===== src/rtl/fifo_tx_drain_module.sv =====
// fifo_tx_drain_module
// Pops one byte at a time from the TX FIFO and shifts it out on the UART TX pin.
// The frame is 8N1, or 8E1/8O1 when parity is enabled.
// The module carries its own baud counter.
// Every output is a flop whose value is derived from the next state,
// so each output lines up exactly with the state it belongs to.
module fifo_tx_drain_module #(
    parameter int unsigned BPS_CNT    = 434,   // clock cycles per bit, 2..65535
    parameter bit          PARITY_EN  = 1'b0,  // insert a parity bit after D7
    parameter bit          PARITY_ODD = 1'b0   // 0: even parity, 1: odd parity
) (
    input  logic       CLK,
    input  logic       RSTn,
    input  logic       TX_En_Sig,
    input  logic       Empty_Sig,
    input  logic [7:0] FIFO_Read_Data,
    output logic       Read_Req_Sig,
    output logic       TX_Pin_Out,
    output logic       TX_Busy_Sig
);

    // Last count value of a bit period; the bit ends when the counter reaches it.
    localparam logic [15:0] BIT_LAST = 16'(BPS_CNT - 1);

    typedef enum logic [2:0] {
        S_IDLE,
        S_REQ,
        S_WAIT,
        S_LATCH,
        S_START,
        S_DATA,
        S_PARITY,
        S_STOP
    } state_t;

    state_t      state_q, state_d;
    logic [15:0] baud_cnt_q, baud_cnt_d;
    logic [2:0]  bit_idx_q, bit_idx_d;
    logic [7:0]  shift_q, shift_d;
    logic        parity_q, parity_d;
    logic        tx_q, tx_d;
    logic        req_q, req_d;
    logic        busy_q, busy_d;
    logic        bit_end;

    assign bit_end = (baud_cnt_q == BIT_LAST);

    // Next-state logic: frame sequencing, baud counting, bit index and shifting.
    always_comb begin
        state_d    = state_q;
        baud_cnt_d = baud_cnt_q;
        bit_idx_d  = bit_idx_q;
        shift_d    = shift_q;
        parity_d   = parity_q;

        case (state_q)
            S_IDLE: begin
                baud_cnt_d = '0;
                bit_idx_d  = '0;
                // Enable and empty are only looked at here.
                // A frame in flight always runs to its end.
                if (TX_En_Sig && !Empty_Sig) begin
                    state_d = S_REQ;
                end
            end
            S_REQ: begin
                state_d = S_WAIT;
            end
            S_WAIT: begin
                // The FIFO puts the popped byte on its read port during this cycle.
                state_d = S_LATCH;
            end
            S_LATCH: begin
                shift_d    = FIFO_Read_Data;
                parity_d   = (^FIFO_Read_Data) ^ PARITY_ODD;
                baud_cnt_d = '0;
                state_d    = S_START;
            end
            S_START: begin
                if (bit_end) begin
                    baud_cnt_d = '0;
                    bit_idx_d  = '0;
                    state_d    = S_DATA;
                end else begin
                    baud_cnt_d = baud_cnt_q + 16'd1;
                end
            end
            S_DATA: begin
                if (bit_end) begin
                    baud_cnt_d = '0;
                    // LSB first: shift right so the next data bit sits in bit 0.
                    shift_d    = {1'b0, shift_q[7:1]};
                    if (bit_idx_q == 3'd7) begin
                        bit_idx_d = '0;
                        state_d   = PARITY_EN ? S_PARITY : S_STOP;
                    end else begin
                        bit_idx_d = bit_idx_q + 3'd1;
                    end
                end else begin
                    baud_cnt_d = baud_cnt_q + 16'd1;
                end
            end
            S_PARITY: begin
                if (bit_end) begin
                    baud_cnt_d = '0;
                    state_d    = S_STOP;
                end else begin
                    baud_cnt_d = baud_cnt_q + 16'd1;
                end
            end
            S_STOP: begin
                if (bit_end) begin
                    baud_cnt_d = '0;
                    state_d    = S_IDLE;
                end else begin
                    baud_cnt_d = baud_cnt_q + 16'd1;
                end
            end
            default: begin
                state_d = S_IDLE;
            end
        endcase
    end

    // Output decode from the next state, so the registered outputs track state_q.
    always_comb begin
        tx_d   = 1'b1;
        req_d  = (state_d == S_REQ);
        busy_d = (state_d != S_IDLE);
        case (state_d)
            S_START:  tx_d = 1'b0;
            S_DATA:   tx_d = shift_d[0];
            S_PARITY: tx_d = parity_d;
            default:  tx_d = 1'b1;
        endcase
    end

    // State and output registers.
    // Reset is asynchronous and drops any byte that is partly sent.
    always_ff @(posedge CLK or negedge RSTn) begin
        if (!RSTn) begin
            state_q    <= S_IDLE;
            baud_cnt_q <= '0;
            bit_idx_q  <= '0;
            shift_q    <= '0;
            parity_q   <= 1'b0;
            tx_q       <= 1'b1;
            req_q      <= 1'b0;
            busy_q     <= 1'b0;
        end else begin
            state_q    <= state_d;
            baud_cnt_q <= baud_cnt_d;
            bit_idx_q  <= bit_idx_d;
            shift_q    <= shift_d;
            parity_q   <= parity_d;
            tx_q       <= tx_d;
            req_q      <= req_d;
            busy_q     <= busy_d;
        end
    end

    assign Read_Req_Sig = req_q;
    assign TX_Pin_Out   = tx_q;
    assign TX_Busy_Sig  = busy_q;

endmodule


===== config.mk =====
export PLATFORM = sky130hd
export DESIGN_NAME = fifo_tx_drain_module
export DESIGN_NICKNAME = d
export VERILOG_FILES = /design/src/rtl/fifo_tx_drain_module.sv
export SDC_FILE = /design/constraint.sdc
export NUM_CORES = 1
export LEC_CHECK = 0
export CORE_ASPECT_RATIO = 1.75
export CORE_UTILIZATION = 45
export CTS_BUF_LIST = sky130_fd_sc_hd__clkbuf_16
export DETAILED_ROUTE_END_ITERATION = 10
export HOLD_SLACK_MARGIN = 0.02
export PLACE_DENSITY = 0.62
export SETUP_SLACK_MARGIN = 0.15
export SLEW_MARGIN = 15
export SYNTH_ARGS = -nofsm -noshare
export SYNTH_HDL_FRONTEND = slang
export SYNTH_SLANG_ARGS = --single-unit
export TNS_END_PERCENT = 5

===== constraint.sdc =====
create_clock -name CLK -period 5.47 [get_ports CLK]
set_input_delay 0.8205 -clock CLK [delete_from_list [all_inputs] [get_ports CLK]]
set_output_delay 0.8205 -clock CLK [all_outputs]
set_load 0.05 [all_outputs]

==> impl_metrics.ini <==
[timing]
rsz0062_at_grt = no
skew_ps = 3.85
fin_crit_ps = 2740
fmax_mhz = 365
tns_ps = 0
worst_pin_slew_ps = 665
maxSlewViolCount = 0
relSlewSlack_pct = 55.1
min_period_over_period_pct = 50.1
finalHoldViolations = 0
setup_slack_ps = 2730
setup_viol = 0

[power_and_ir_drop]
power.switching_uw = 299
pwr-share-seq_pct = 45.3
comb_power_share_pct = 24.8
powerDensity_nw_per_um2 = 415
switching_share_pct = 33.7
intPower_uw = 589
clockPowerShare_pct = 29.9
cellLeakagePower_nw = 0.930
total_power_uw = 888
ir_worst_vdd_uv = 250

[layout]
fill_cells = 332
final_cells = 253
drive_gt1_share_pct = 8.29
antenna_cells = 0
final_nets = 220
final_cell_mix = dfrtp_1 (33), nand2_1 (25), nor2_1 (16)
final_area_um2 = 2140
area_growth_pct = 17.7
layout_commonest_cell = dfrtp_1

[yosys]
async_reset_ff_share_pct = 100
synthFlopType = dfrtp_1
syn_area_um2 = 1820
ys_seq_area_share_pct = 46.8
synth-seq-cells = 34
synth.distinct_cells = 43
synth_area_per_cell_um2 = 9.73
synth-edff-count = 0
synth_warnings = 0
syn_inst = 187
postSynthNetCount = 203

[setup_path]
start_kind = flop
rr_startpoint = baud_cnt_q[1]
cp-startpoint = baud_cnt_q[1]
r2r_end = TX_Busy_Sig
endpoint = TX_Busy_Sig
critical_path_required_ps = 5630
cp_max_fo = 8
worstSetupEndpointType = flop
criticalPathCategory = flop to flop
reg2regPathDepth = 8
rrSetupSlack_ps = 2730
critPathArrivalTime_ps = 2900

[global_route]
grt_pass1_wl_mm = 7.14
grt_antenna_before_repair = 0
grt.overflow.total = 0
grtUsageTotal_pct = 22.4
grt_pass1_vias = 1515
grt_start_max_net_pins = 35

[drt]
post_drt_via_cell_ratio = 5.88
wire_per_inst_um = 16.8
drcViolationCount = 0
drt_first_iter_violations = 44
vias = 1487
postRouteAntennaNets = 0
first_pass_iters = 4
wl_mm = 4.25

[floorplan]
start_util_pct = 47.1
coreArea_um2 = 3870
fp.dieArea_um2 = 4310
io_pins = 15
rows = 30
die_w_um = 50.1
die_height_um = 86.1

[flow_run]
cap_viol_max_count = 0

[placement]
dp_slack_ps = 2770
place_congestion = 0.931
place_area_um2 = 2000
dp_hpwl_mm = 3.12
dp.cells = 245
io_buffer_count = 14

[clock_network]
cts.path.max_buffers = 2
clkSinkCount = 34
numCtsBuffers = 5
cts_resized = 0
htreeDepth = 2
post-cts-setup-buffers = 0
cts_tree = built
cts-root-buf = clkbuf_16
clk-insertion-delay-late_ps = 280
clk_pin_slew_worst_paths_ps = 50
ctsHoldBuffers = 0

[outcome]
status = complete, no violations

[min_path]
worstHoldPathType = flop to flop
## routing by layer
layer  up-vias  GRT usage, %  part of all wire, %
li1        699             -                    -
met1       729          22.1                   36
met2        45          40.7                   57
met3        14          3.90                  3.9
met4         0          15.1                  3.7
met5         -             0                    0
## cell families (layout without fill, tap and decap cells)
group,count (synthesis),count (layout),synth area share (%)
DFF,34,34,46.8
AOI/OAI and AO/OA,45,45,18.2
and+or+nand+nor,76,76,21.9
buffers and inverters,13,31,3.16
xor gates and xnor gates,15,15,7.22
adders and majority gates,4,4,2.75
## cells in the mapped netlist, drive strengths merged, types with 5 or more instances
library cell	count	area share (%)
a22oi	6	2.5
a22o	7	3.4
o21ai	10	2.8
a21oi	10	3.0
and3	5	1.7
inv	7	1.4
or3	7	2.4
xor2	5	2.4
nand2	25	5.2
dfrtp	33	45
nor2	17	3.6
xnor2	10	4.8
## sequential cells by signal, indices dropped and copies added, names as in the netlist
name and cells:
Read_Req_Sig 1, TX_Busy_Sig 1, TX_Pin_Out 1, baud_cnt_q 16
bit_idx_q 3, parity_q 1, shift_q 8, state_q 3
## power groups by stage
| stage | Sequential (mW) | Clock, mW | Combinational, mW |
|---|---|---|---|
| after floorplan | 0.383 | 0 | 0.171 |
| after global placement | 0.400 | 0 | 0.212 |
| after detailed placement | 0.404 | 0 | 0.219 |
| after CTS | 0.400 | 0.271 | 0.220 |
| after global routing | 0.413 | 0.282 | 0.247 |
| final | 0.402 | 0.266 | 0.220 |
## worst max-delay path, stage by stage (launching register included)
cell,delay (ps)
dfrtp_1,400
inv_1,90
ha_1,130
or4b_4,480
o41ai_1,680
buf_4,270
nand2_1,60
o2bb2ai_1,190
or3_1,320
## through the flow
stage / util [%] / hold WS (ps)
after floorplan: - / 446
after detailed placement: 51.8 / 477
after global placement: 51.8 / 465
after global routing: 55.4 / 513
final: 55.4 / 483
after CTS: 55.4 / 489
## worst min path at each step
stage / from / endpoint / slack (ps) / depth (start not counted)
finish: shift_q[2] / shift_q[2] / 480 / 2
global placement: shift_q[6] / shift_q[6] / 460 / 2
CTS: shift_q[5] / shift_q[5] / 490 / 2
floorplan: shift_q[1] / shift_q[1] / 450 / 2
detailed placement: shift_q[5] / shift_q[5] / 480 / 2
global route: shift_q[6] / shift_q[6] / 510 / 2
## layout make-up
class	count	area (µm²)	area share [%]
inverters	7	26.3	1.23
well taps	48	60.1	2.81
clock buffers	5	125	5.84
multi-input cells	140	910	42.5
repair buffers	16	155	7.25
flip-flops and latches	34	852	39.8
clock inverters	3	12.5	0.584
Note: power is estimated with default switching activity, not from simulation.
